===== config.mk =====
export PLATFORM = sky130hd
export DESIGN_NAME = histogram_reduce
export DESIGN_NICKNAME = d
export VERILOG_FILES = /design/src/rtl/histogram_reduce.sv
export SDC_FILE = /design/constraint.sdc
export NUM_CORES = 1
export LEC_CHECK = 0
export CAP_MARGIN = 40
export CORE_ASPECT_RATIO = 1.2
export CORE_MARGIN = 5
export CORE_UTILIZATION = 46
export CTS_CLUSTER_SIZE = 12
export DETAILED_ROUTE_END_ITERATION = 12
export PLACE_DENSITY_LB_ADDON = 0.08
export SLEW_MARGIN = 30
export SYNTH_ARGS = -nofsm -noshare
export SYNTH_HDL_FRONTEND = slang
export SYNTH_SLANG_ARGS = --single-unit
export TNS_END_PERCENT = 5

===== constraint.sdc =====
create_clock -name ap_clk -period 2.8 [get_ports ap_clk]
set_clock_uncertainty 0.2 [all_clocks]
set_input_delay 0.42 -clock ap_clk [delete_from_list [all_inputs] [get_ports ap_clk]]
set_output_delay 0.42 -clock ap_clk [all_outputs]
set_load 0.02 [all_outputs]

===== src/rtl/histogram_reduce.sv =====
// Histogram reduce stage: adds each bin of the map-stage histogram into the
// result memory and sums all bins into a total. Each bin takes one RD cycle and one WR cycle.
module histogram_reduce #(
    parameter int BINS   = 256,
    parameter int DATA_W = 32
) (
    input  logic              ap_clk,
    input  logic              ap_rst_n,
    input  logic              ap_start,
    input  logic              ap_continue,
    output logic              ap_done,
    output logic              ap_idle,
    output logic              ap_ready,
    output logic [7:0]        hist_address0,
    output logic              hist_ce0,
    input  logic [DATA_W-1:0] hist_q0,
    output logic [7:0]        out_address1,
    output logic              out_ce1,
    input  logic [DATA_W-1:0] out_q1,
    output logic [7:0]        out_address0,
    output logic              out_ce0,
    output logic              out_we0,
    output logic [DATA_W-1:0] out_d0,
    output logic [DATA_W-1:0] total,
    output logic [1:0]        dbg_state
);

    typedef enum logic [1:0] {
        S_IDLE = 2'd0,
        S_RD   = 2'd1,
        S_WR   = 2'd2
    } state_t;

    localparam logic [7:0] LAST_IDX = 8'(BINS - 1);

    state_t            r_state;
    state_t            w_next_state;
    logic [7:0]        r_idx;
    logic              r_done;
    logic [DATA_W-1:0] r_acc;
    logic [DATA_W-1:0] r_total;

    logic              w_last;
    logic              w_accept;
    logic              w_finish;
    logic [DATA_W-1:0] w_acc_next;

    // Block-level handshake: ap_start is taken in IDLE only while no completion
    // is pending. ap_done/ap_ready pulse together in the final WR cycle. After that
    // ap_done follows r_done until the consumer raises ap_continue.
    assign w_last     = (r_idx == LAST_IDX);
    assign w_accept   = (r_state == S_IDLE) && ap_start && !r_done;
    assign w_finish   = (r_state == S_WR) && w_last;
    assign w_acc_next = r_acc + hist_q0;

    always_comb begin
        w_next_state = r_state;
        case (r_state)
            S_IDLE:  if (w_accept) w_next_state = S_RD;
            S_RD:    w_next_state = S_WR;
            S_WR:    w_next_state = w_last ? S_IDLE : S_RD;
            default: w_next_state = S_IDLE;
        endcase
    end

    always_ff @(posedge ap_clk or negedge ap_rst_n) begin
        if (!ap_rst_n) begin
            r_state <= S_IDLE;
        end else begin
            r_state <= w_next_state;
        end
    end

    always_ff @(posedge ap_clk or negedge ap_rst_n) begin
        if (!ap_rst_n) begin
            r_idx <= 8'd0;
        end else if (w_accept) begin
            r_idx <= 8'd0;
        end else if ((r_state == S_WR) && !w_last) begin
            r_idx <= r_idx + 8'd1;
        end
    end

    always_ff @(posedge ap_clk or negedge ap_rst_n) begin
        if (!ap_rst_n) begin
            r_acc <= '0;
        end else if (w_accept) begin
            r_acc <= '0;
        end else if (r_state == S_WR) begin
            r_acc <= w_acc_next;
        end
    end

    // total moves only when an invocation completes, so it keeps the previous
    // result while the next invocation is running.
    always_ff @(posedge ap_clk or negedge ap_rst_n) begin
        if (!ap_rst_n) begin
            r_total <= '0;
        end else if (w_finish) begin
            r_total <= w_acc_next;
        end
    end

    // If continue and completion arrive in the same cycle, continue takes priority.
    always_ff @(posedge ap_clk or negedge ap_rst_n) begin
        if (!ap_rst_n) begin
            r_done <= 1'b0;
        end else if (ap_continue) begin
            r_done <= 1'b0;
        end else if (w_finish) begin
            r_done <= 1'b1;
        end
    end

    always_comb begin
        hist_ce0      = 1'b0;
        hist_address0 = 8'd0;
        out_ce1       = 1'b0;
        out_address1  = 8'd0;
        out_ce0       = 1'b0;
        out_we0       = 1'b0;
        out_address0  = 8'd0;
        out_d0        = '0;
        case (r_state)
            S_RD: begin
                hist_ce0      = 1'b1;
                hist_address0 = r_idx;
                out_ce1       = 1'b1;
                out_address1  = r_idx;
            end
            S_WR: begin
                out_ce0      = 1'b1;
                out_we0      = 1'b1;
                out_address0 = r_idx;
                out_d0       = hist_q0 + out_q1;
            end
            default: ;
        endcase
    end

    assign ap_done   = w_finish || r_done;
    assign ap_ready  = w_finish;
    assign ap_idle   = (r_state == S_IDLE) && !ap_start;
    assign total     = r_total;
    assign dbg_state = r_state;

endmodule


-- After elaboration in Yosys (flattened, before gate mapping)
Index checks and enable logic that the tools add are counted.
- register bits after elaboration: 75
- input bits: 68
- logic and storage cells: 39
- $add $sub $neg: 3
- equal/unequal tests: 4
- mux-type cells: 14
- reductions and logical operators: 13
- operators with widths (cell ; count):
    32-bit 2-to-1 mux ; 3
    32-bit adder ; 2
    8-bit 2-to-1 mux ; 4
    8-bit by 1-bit adder with 8-bit output (second input constant) ; 1
    8-bit equality test (second input constant) ; 1
    2-bit one-hot mux with 3 select lines ; 1
    2-bit nonzero test ; 3
    1-bit logical AND ; 5
    1-bit 2-to-1 mux ; 5
    1-bit zero test ; 3
    2-bit by 1-bit equality test with 1-bit output (second input constant) ; 1
    2-bit equality test (second input constant) ; 1
    2-bit zero test ; 1
    2-bit 2-to-1 mux ; 1
    2-bit != test (second input constant) ; 1
    1-bit logical OR ; 1

-- Logic depth before layout (Yosys ltp)
- word-level depth: 5
- gate-level depth with buffers: 12

-- Worst setup path after synthesis
No wires, ideal clock.
- path kind: input -> output
- start point: in hist_q0[0]
- end point: out out_d0[24]
- arrival: 2.712 ns
- path slack: -0.532 ns
- cell stages on the path: 12
- path buffers: 0
- cells stage by stage: ha_1 > inv_1 > fa_1 > nor2b_1 > o21ai_1 > a21boi_1 > o211ai_1 > a31oi_1 > o21ai_1 > o21a_1 > o21bai_1 > mux2i_1
- longest elaborated chain between the ends: 2
- RTL lines (item ; RTL line ; text):
    start, declared ; 16 ; input logic [DATA_W-1:0] hist_q0,
    32-bit adder ; 135 ; out_d0 = hist_q0 + out_q1;
    32-bit 2-to-1 mux ; 124 ; case (r_state)
    end, declared ; 23 ; output logic [DATA_W-1:0] out_d0,
Every way passes these cells.

-- Final worst setup path
- start point: in out_q1[7]
- end point: out out_d0[28]
- longest elaborated chain between the ends: 2
- RTL lines (item ; RTL line ; text):
    start, declared ; 19 ; input logic [DATA_W-1:0] out_q1,
    32-bit adder ; 135 ;
    32-bit 2-to-1 mux ; 124 ;
Every way passes these cells.

==> run_results.csv <==
group,metric,value,unit
clocking,cts_buffer_depth,2,
critical_path,critical_path_required,2.18,ns
placed_design,dpl_cell_area,0.00988,mm²
floorplan,core_area,0.0139,mm²
critical_path,crit_top_cell,"buf_4",
floorplan,start_util,46.9,%
floorplan,die_h,140,µm
synth,synth_area_leaders,"dfrtp_1, ha_1, nand2_1, xor2_1, a21o_1",
clocking,worstSkewPairLatency,0.34,ns
flow_run,drv_cap,0,
detailed_routing,drtPass1Iterations,5,
min_path,min_from,"total[13]",
synth,synth-seq-cells,75,
final_layout,drive_gt1_share,33.7,%
critical_path,cp-startpoint,"out_q1[7]",
clocking,cts_sinks,75,
critical_path,max_stage_delay,0.50,ns
final_layout,syn_to_final_growth,65.7,%
final_layout,antennaDiodeCount,0,
critical_path,reg2regPathDepth,11,
detailed_routing,drc_errors,0,
global_routing,grt_usage,28.9,%
run_status,status,"finished, violations left",
final_layout,final_util,77.8,%
power,power_density,676,mW/mm²
global_routing,grt_pass1_vias,8179,
clocking,numCtsBuffers,9,
timing,fin_crit_sh,125,%
timing,fin_crit,3.51,ns
synth,synth_top_area_share,28.8,%
timing,slew_headroom,67.8,%
placed_design,dpl.hpwl,18200,µm
clocking,cts-root-buf,"clkbuf_16",
timing,setup_ws,-0.710,ns
critical_path,endpoint_kind,"output pin",
final_layout,final_area,0.0108,mm²
global_routing,grt_pass1_wl,39800,µm
power,power.total,7.29,mW
synth,synthCells,809,
synth,syn-cell-area,0.00651,mm²
detailed_routing,via_count,7705,
timing,setup_viol,38,
placed_design,port-buffer-count,164,
detailed_routing,detail_route.wl_per_cell,18.5,µm
critical_path,startpoint_type,"input pin",
critical_path,critPathKind,"input pin to output pin",
synth,synth_edf_count,0,
detailed_routing,via_per_inst,5.73,
min_path,hold-path-cell-count,2,
critical_path,crit_buf_inv,5,
detailed_routing,ant_nets,0,
critical_path,cp_top_family,"buffers and inverters",
floorplan,die-area,0.0166,mm²
global_routing,gr-total-overflow,0,
critical_path,crit_slowest_cell,"clkdlybuf4s50_1",
placed_design,gp_congestion,0.914,
timing,slew_violations,0,
final_layout,fillerInstances,970,
timing,fin_setup_tns,-12.37,ns
power,power.leakage,5.24,nW
detailed_routing,drt-total-wl,24900,µm
critical_path,r2r-start,"r_acc[0]",
synth,synth_nets,942,
clocking,cts_max_level,3,
global_routing,grt_start_max_net_pins,49,
synth,syn_avg_cell_area,8.05,µm²
timing,grt_setup_unrepaired,"yes",
synth,synth_cell_types,60,
synth,synth_top_area_cell,"dfrtp_1",
final_layout,fin_nets,1303,
synth,async_reset_ff_share,100,%
synth,synth-seq-area-share,28.8,%
clocking,clk_pin_slew,0.06,ns
timing,finalHoldViolations,0,
global_routing,grt_antenna_before_repair,0,
critical_path,crit_path_max_fanout,4,
run_status,violations,"negative setup slack",
floorplan,io_pins,165,
critical_path,cp_num_cells,14,
power,ir_drop,0.000685,V
floorplan,fp.dieW,119,µm
detailed_routing,drt-initial-drc-count,618,
critical_path,worstPathCellList,"clkdlybuf4s50_1 > ha_4 > a21oi_1 > nor2b_1 > o21ai_2 > buf_4 > a31oi_2 > buf_4 > o21ai_2 > nand2b_1 > buf_6 > a31oi_4 > mux2i_1 > buf_4",
synth,synth-main-ff-cell,"dfrtp_1",
synth,yosysWarnings,0,
timing,worstMarginPinSlew,0.476,ns
critical_path,worst_ep_arrival_time,2.89,ns
timing,fmax,285,MHz
clocking,cts_tree,"done",
min_path,hold_path_class,"register to register",
floorplan,row_count,47,
==> placed cells by master (no fill, tap or decap), types with 6 or more instances in the layout <==
cell	synthesis	layout
buf_2	5	6
nand3_1	19	19
nor2_1	63	60
inv_1	15	12
a21oi_1	58	40
o21ai_2	2	11
and2_1	20	19
ha_1	63	41
xor2_1	37	35
clkbuf_16	0	9
o21ai_1	20	23
o22ai_1	31	30
dlygate4sd2_1	0	24
a21o_1	39	39
dfrtp_1	75	74
nand2b_1	10	9
nor3_1	12	11
clkdlybuf4s50_1	0	98
nand2_1	109	105
xnor2_1	23	22
and3_1	6	6
a21oi_2	2	17
o21ai_0	50	36
buf_6	0	12
nand4_1	16	16
ha_4	0	17
buf_4	10	249
==> what timing repair did <==
| action | in CTS | in global routing |
|---|---|---|
| pin swaps | 58 | 33 |
| cloned | 0 | 0 |
| resized for setup | 237 | 85 |
| endpoints found under the hold margin | 28 | 0 |
| endpoints found under the setup margin | 80 | 77 |
| setup buffers | 7 | 5 |
| hold buffers | 1 | 0 |
==> logic make-up (layout without fill, tap and decap cells) <==
logic type,Yosys count,count (layout),synth area share [%]
adders and majority gates,65,65,12.7
AOI/OAI and AO/OA,255,255,24.6
muxes,4,4,0.615
and+or+nand+nor,282,282,20.6
buffers and inverters,68,433,4.59
DFF,75,75,28.8
xor gates and xnor gates,60,60,8.07
==> path summary, 6_finish.rpt <==
kind / end / slack [ns]
max: out_d0[28] / -0.71
min: total[13] / 0.29
max reg2reg: r_acc[30] / -0.25
min reg2reg: total[13] / 0.29
max in group asynchronous: dbg_state[1] / 1.45
min in group asynchronous: r_acc[5] / 0.36
==> cell type report <==
type	count	area [µm²]	area share (%)
Timing Repair Buffer	402	3390	31.4
Clock inverter	6	42.5	0.394
Sequential cell	75	1880	17.4
Inverter	16	65.1	0.603
Tap cell	171	214	1.98
Multi-Input combinational cell	666	4980	46.2
Clock buffer	9	225	2.09
==> synth_stat cells, types with 20 or more instances <==
cell / instances
ha_1: 63
nor2_1: 63
xnor2_1: 23
clkbuf_1: 35
a21oi_1: 58
o22ai_1: 31
o21ai_1: 20
nand2_1: 109
o21ai_0: 50
a21o_1: 39
xor2_1: 37
and2_1: 20
dfrtp_1: 75
==> state kept, by name, summed over array words and instances (netlist names) <==
signal,count
dbg_state,2
r_done,1
r_idx,8
total,32
r_acc,32
==> worst min-delay path, stage by stage (launching register included) <==
cell	delay [ns]
dfrtp_1	0.34
nand2_1	0.04
o21ai_0	0.06
==> where the power goes <==
part           switching, mW  internal [mW]  total [mW]
Clock                  0.487          0.596        1.08
Combinational           2.55           2.23        4.78
Sequential             0.153           1.28        1.43
Total                   3.19           4.11        7.29
==> per-layer routing <==
metal / global-route usage [%] / wire (µm) / up-vias / share of wire (%)
met5: 0 / 0 / - / 0
met4: 12.8 / 993 / 0 / 4.0
met3: 6.53 / 1500 / 85 / 6.0
met2: 50.8 / 12500 / 308 / 50
met1: 33.5 / 9880 / 3679 / 40
li1: - / - / 3633 / -
==> per-stage QoR <==
step                      instances  hold WS (ns)  setup slack (ns)
after global placement         1316         0.267             -1.63
final                          1345         0.285            -0.710
after CTS                      1340         0.289            -0.677
after global routing           1345         0.308            -0.860
after detailed placement       1317         0.184             -1.68
after floorplan                 809       -0.0756            -0.377
(Power assumes the default switching activity.)
